File: config.mk
export PLATFORM = sky130hd
export DESIGN_NAME = alu_logic_pipe
export DESIGN_NICKNAME = d
export VERILOG_FILES = /design/src/rtl/alu_logic_pipe_pkg.sv /design/src/rtl/alu_logic_pipe_reg.sv /design/src/rtl/and_gate.sv /design/src/rtl/alu_logic_pipe.sv
export SDC_FILE = /design/constraint.sdc
export NUM_CORES = 1
export LEC_CHECK = 0
export CAP_MARGIN = 10
export CORE_AREA = 2 2 72 57
export CTS_BUF_LIST = sky130_fd_sc_hd__clkbuf_2 sky130_fd_sc_hd__clkbuf_4 sky130_fd_sc_hd__clkbuf_8
export DETAILED_ROUTE_END_ITERATION = 8
export DIE_AREA = 0 0 74 59
export SYNTH_ARGS = -nofsm -noshare
export SYNTH_HDL_FRONTEND = slang
export SYNTH_SLANG_ARGS = --single-unit
File: constraint.sdc
create_clock -name clk -period 2.4 [get_ports clk]
set_input_delay 0.48 -clock clk [delete_from_list [all_inputs] [get_ports clk]]
set_output_delay 0.48 -clock clk [all_outputs]
set_load 0.005 [all_outputs]
File: src/rtl/alu_logic_pipe_pkg.sv
// Shared opcode encoding and default sizes for the two-stage bitwise pipe.
`timescale 1ns/1ps
package alu_logic_pipe_pkg;

   localparam int unsigned DEF_WIDTH = 4;
   localparam int unsigned DEF_CNT_W = 8;
   localparam int unsigned OP_W      = 2;

   typedef enum logic [OP_W-1:0] {
      OP_AND  = 2'b00,
      OP_OR   = 2'b01,
      OP_XOR  = 2'b10,
      OP_NAND = 2'b11
   } op_e;

endpackage

File: src/rtl/alu_logic_pipe_reg.sv
// One valid/ready register slice; accepts whenever empty or draining this cycle.
`timescale 1ns/1ps
module alu_logic_pipe_reg #(
   parameter int unsigned W = 8
) (
   input  logic         clk,
   input  logic         rst,
   input  logic         i_valid,
   output logic         o_ready,
   input  logic [W-1:0] i_data,
   output logic         o_valid,
   input  logic         i_ready,
   output logic [W-1:0] o_data
);

   logic         r_valid;
   logic [W-1:0] r_data;
   logic         w_load;

   assign o_ready = !r_valid | i_ready;
   assign w_load  = i_valid & o_ready;
   assign o_valid = r_valid;
   assign o_data  = r_data;

   // Data is reset too so nothing unknown is ever visible downstream.
   always_ff @(posedge clk) begin
      if (rst) begin
         r_valid <= 1'b0;
         r_data  <= '0;
      end else if (w_load) begin
         r_valid <= 1'b1;
         r_data  <= i_data;
      end else if (i_ready) begin
         r_valid <= 1'b0;
      end
   end

endmodule

File: src/rtl/and_gate.sv
// Width-parameterised bitwise AND used as the AND path of the logic pipe.
`timescale 1ns/1ps
module and_gate #(
   parameter int unsigned WIDTH = 4
) (
   input  logic [WIDTH-1:0] A,
   input  logic [WIDTH-1:0] B,
   output logic [WIDTH-1:0] result
);

   assign result = A & B;

endmodule

File: src/rtl/alu_logic_pipe.sv
// Two-stage pipelined AND/OR/XOR/NAND unit with zero flag and output counter.
`timescale 1ns/1ps
module alu_logic_pipe
   import alu_logic_pipe_pkg::*;
#(
   parameter int unsigned WIDTH = DEF_WIDTH,
   parameter int unsigned CNT_W = DEF_CNT_W
) (
   input  logic             clk,
   input  logic             rst,
   input  logic             in_valid,
   output logic             in_ready,
   input  logic [WIDTH-1:0] A,
   input  logic [WIDTH-1:0] B,
   input  logic [OP_W-1:0]  op,
   output logic             out_valid,
   input  logic             out_ready,
   output logic [WIDTH-1:0] result,
   output logic             zero,
   output logic [CNT_W-1:0] op_count
);

   localparam int unsigned S0_W = 2 * WIDTH + OP_W;
   localparam int unsigned S1_W = WIDTH + 1;

   logic [S0_W-1:0]  w_s0_din;
   logic [S0_W-1:0]  w_s0_dout;
   logic             w_s0_valid;
   logic             w_s0_ready;
   logic             w_s1_ready;
   logic [WIDTH-1:0] w_a;
   logic [WIDTH-1:0] w_b;
   logic [OP_W-1:0]  w_op;
   logic [WIDTH-1:0] w_and;
   logic [WIDTH-1:0] w_f;
   logic             w_zero;
   logic [S1_W-1:0]  w_s1_din;
   logic [S1_W-1:0]  w_s1_dout;
   logic [CNT_W-1:0] r_op_count;

   assign w_s0_din = {A, B, op};
   assign in_ready = !rst & w_s0_ready;

   alu_logic_pipe_reg #(.W(S0_W)) u_s0 (
      .clk     (clk),
      .rst     (rst),
      .i_valid (in_valid),
      .o_ready (w_s0_ready),
      .i_data  (w_s0_din),
      .o_valid (w_s0_valid),
      .i_ready (w_s1_ready),
      .o_data  (w_s0_dout)
   );

   assign {w_a, w_b, w_op} = w_s0_dout;

   and_gate #(.WIDTH(WIDTH)) u_and (
      .A      (w_a),
      .B      (w_b),
      .result (w_and)
   );

   // Operation select between the operand and result registers.
   always_comb begin
      w_f = '0;
      case (op_e'(w_op))
         OP_AND:  w_f = w_and;
         OP_OR:   w_f = w_a | w_b;
         OP_XOR:  w_f = w_a ^ w_b;
         OP_NAND: w_f = ~(w_a & w_b);
      endcase
   end

   assign w_zero   = (w_f == '0);
   assign w_s1_din = {w_f, w_zero};

   alu_logic_pipe_reg #(.W(S1_W)) u_s1 (
      .clk     (clk),
      .rst     (rst),
      .i_valid (w_s0_valid),
      .o_ready (w_s1_ready),
      .i_data  (w_s1_din),
      .o_valid (out_valid),
      .i_ready (out_ready),
      .o_data  (w_s1_dout)
   );

   assign {result, zero} = w_s1_dout;

   always_ff @(posedge clk) begin
      if (rst) begin
         r_op_count <= '0;
      end else if (out_valid && out_ready) begin
         r_op_count <= r_op_count + CNT_W'(1);
      end
   end

   assign op_count = r_op_count;

endmodule
==> results of run 1 <==
## kinds of logic (layout without fill, tap and decap cells)
family                     after synthesis  count (layout)  synth area share
and+or+nand+nor                         60              60             0.229
DFF                                     25              25             0.403
AOI/OAI and AO/OA                       23              23             0.112
buffers and inverters                   18              47            0.0645
adders and majority gates                9               9            0.0907
muxes                                    7               7            0.0585
xor gates and xnor gates                 6               6            0.0423
## sequential cells by signal, summed over array words and instances, names as in the netlist
name	cells
op_count	8
u_s1.o_data	5
u_s1.o_valid	1
u_s0.o_valid	1
u_s0.o_data	10
## worst min-delay path, cell delays in order (launching register included)
cell	delay, ns
sky130_fd_sc_hd__dfxtp_1	0.33
sky130_fd_sc_hd__nand2_1	0.06
sky130_fd_sc_hd__a21oi_1	0.05
## worst max-delay path by stage
| stage | cells after the start | slack (ns) | start | endpoint |
|---|---|---|---|---|
| 4_1_cts | 4 | 0.06 | out_ready | in_ready |
| 3_3_place_gp | 4 | 0.06 | out_ready | in_ready |
| 2_1_floorplan | 3 | 0.86 | rst | in_ready |
| 3_5_place_dp | 4 | 0.07 | out_ready | in_ready |
| 6_report | 4 | 0.06 | out_ready | in_ready |
| 5_1_grt | 4 | 0.004 | out_ready | in_ready |
## power breakdown
group / switching [mW] / internal (mW) / total [mW]
clock network: 0.125 / 0.130 / 0.254
registers: 0.0175 / 0.431 / 0.448
logic: 0.0499 / 0.0641 / 0.114
## metal layers
layer,vias up,GRT usage,share of wire
met4,0,0.0416,0.013
met1,511,0.151,0.48
met5,-,0,0
li1,550,-,-
met2,16,0.213,0.48
met3,5,0.0255,0.033
## cell type report
type                            count  share of cell area
Sequential cell                    25               0.308
Tap cell                           52              0.0400
Timing Repair Buffer               32               0.191
Clock buffer                        4              0.0300
Multi-Input combinational cell    105               0.406
Inverter                           11              0.0254
## synth_stat cells, drive strengths merged (2+ instances only)
library cell / count / area (µm²)
o31a: 2 / 17.5
ha: 9 / 113
mux2: 2 / 22.5
xor2: 4 / 35.0
a211oi: 2 / 15.0
clkbuf: 4 / 15.0
xnor2: 2 / 17.5
nor2b: 3 / 18.8
dfxtp: 25 / 500
inv: 11 / 41.3
nor2: 18 / 67.6
nand3: 15 / 75.1
a21oi: 16 / 83.8
nand2: 18 / 70.1
mux2i: 5 / 50.1
buf: 3 / 23.8
==> results summary, run 1 <==
The run finished with clean final reports. The clock latency of the later-clocked register in the worst-skew pair is around 0.26 ns. Setup violations remaining at the end of the flow were counted as 0. STA classifies the critical path startpoint as an input port. The total chip power came out at 0.817 mW. The final antenna-violating net count came out at 0.

The share of the clock period used by the worst path is 0.973. The maximum clock skew at final layout is 0.00290 ns. The number of buffers and inverters on the critical path came out at 2.

The proportion of synthesized chip area in sequential cells is 0.403. The fraction of registers with async set or reset after synthesis is 0. The most used flip-flop cell after synthesis is sky130_fd_sc_hd__dfxtp_1. The total count of max-transition violations in the final report came out at 0. For this run, the total global-route usage over all layers was measured as 0.122. The depth of the most critical reg-to-reg path is 7. The maximum number of buffers from clock root to sink came out at 2. Leaving out fill and tap cells, the most frequent cell in the layout is sky130_fd_sc_hd__clkdlybuf4s50_1.

Yosys mapped a number of flops with a built-in enable equal to 0. The number of instances on the worst hold path came out at 2. The worst register-to-register path ends at u_s1.o_data[3]. The floorplan step set the die width to roughly 74 µm. After clock tree synthesis, the clock-pin slew on the worst setup and hold paths is approximately 0.080 ns.

The path class of the tightest hold or removal check is flop to flop. After detailed routing, the number of vias per cell comes to 4.72. The cell count after synthesis came out at roughly 150. By startpoint and endpoint, the worst setup path is classified as input port to output pin. The sink count of the clock tree came out at 25. For this configuration, the core starts out at a cell density of 0.346. The number of violations of the max-capacitance limit is 0. TritonCTS built the clock tree. The most repeated library cell on the critical path is sky130_fd_sc_hd__clkdlybuf4s50_1. The final cell count without fillers is 229. The count of cell types in the netlist is 30. The count of buffers added by post-CTS timing repair for setup came out at 0.

A synthesized cell averages 8.39 µm². The utilization after layout is 0.453. The total clock buffers created by CTS came out at 3. The cell family contributing the most delay on the critical path is buffers and inverters. The worst setup timing slack at the placement stage is 0.0666 ns.

The count of unresolved DRC violations after routing is 0. The area of the multi-input gates came out at 661 µm². The power per cell area is 502 nW/µm². The worst hold path terminates at u_s0.o_data[2]. The number of placed instances, taps included, is 225. Row generation in the floorplan step produced 19 rows. The count of yosys warnings during synthesis came out at 0. The first global-routing pass estimated about 4100 µm of wire. The number of flip-flops and latches in the synthesized netlist is 25.

The internal reg-to-reg setup slack came out at 0.88 ns. The number of placed I/O pins is 29. In the layout the commonest cells are sky130_fd_sc_hd__clkdlybuf4s50_1, sky130_fd_sc_hd__dfxtp_1, sky130_fd_sc_hd__nor2_1. The die covers between 4000 and 5000 µm². The number of port buffers is 28. The smallest clock period supported by the final layout is computed as 2.34 ns. The worst slew margin relative to its limit is 0.706. The die boundary height is 59 µm.

Hold repair after CTS inserted 0 buffers. Along the worst path, the maximum fanout reaches 5. The number of nets in the finished design is 201. The half-perimeter wire length of the detailed placement result is 2010 µm. The area of all placed cells without fillers came out at 1630 µm². Setup repair after global routing left no endpoint under its margin. The total congestion overflow is 0. Entering global routing, the biggest net connects 26 pins. In this run, post-CTS repair resized a total of 0 instances. Hold is met by 0.481 ns. The count of fill cells added during filler insertion came out at 369. The relative area change from synthesis to final layout is 31.0%.

The slowest stage of the critical path belongs to the cell sky130_fd_sc_hd__clkdlybuf4s50_1. The maximum vdd drop came out at 0.000276 V. The top achievable clock speed came out at 428 MHz.

The critical path goes through clkdlybuf4s50_1, and2b_4, a21oi_1, clkdlybuf4s50_1. The CTS H-tree depth is 1. The first-iteration detailed-routing DRC count came out at 33. Setup total negative slack on the finished layout was measured at 0 ns. For this run, the detailed router's first-pass iteration total came to 4. The actual slew at the worst max-slew pin came out at 0.441 ns.

The area occupied by registers came out at about 500 µm². The leakage dissipation is 0.616 nW. The cell area after placement is approximately 1600 µm².

Across all setup checks in the final design, the least slack found is 0.0643 ns. Summed over all layers, the routed wires come to 2560 µm. The total via count after detailed routing is 1082. The stage delay of the slowest cell on the critical path is about 0.53 ns. The worst register-to-register path begins at u_s0.o_data[8]. The origin of the worst min-delay path is u_s0.o_data[2].

The repair_antennas step left the layout with diodes totalling 0. The via count of the first global-routing pass is approximately 1000. The synthesized netlist occupies a cell area of around 1200 µm².

The root buffer cell chosen for the clock tree is sky130_fd_sc_hd__clkbuf_8. In the final routed layout, each cell accounts on average for 11.2 µm. The initial antenna violation count was 0. The arrival time at the worst endpoint is 1.86 ns.

The final hold violation count is 0. The number of nets produced by synthesis is 171. The final RePlAce weighted congestion is around 0.8.

The area of the core region is 3590 µm². The capturing element type of the critical path is an output pin. STA puts the critical path data required time at ~1.9 ns.

Of the cells placed in the final design, the portion with a size suffix greater than 1 is 0.0791.
Note: power is estimated with default switching activity, not from simulation.
==> inputs of run 2 (changes only) <==
--- a/config.mk
+++ b/config.mk
@@ -10,6 +10,7 @@
 export CTS_BUF_LIST = sky130_fd_sc_hd__clkbuf_2 sky130_fd_sc_hd__clkbuf_4 sky130_fd_sc_hd__clkbuf_8
 export DETAILED_ROUTE_END_ITERATION = 8
 export DIE_AREA = 0 0 74 59
+export MAX_ROUTING_LAYER = met4
 export SYNTH_ARGS = -nofsm -noshare
 export SYNTH_HDL_FRONTEND = slang
 export SYNTH_SLANG_ARGS = --single-unit
==> results of run 2 <==
Same layout as run 1: the final DEF is identical, and so are final timing and power.
Main changes from that run: final weighted congestion in routability-driven placement 0.802 -> 0.813; overall routing resource usage 0.122 -> 0.126
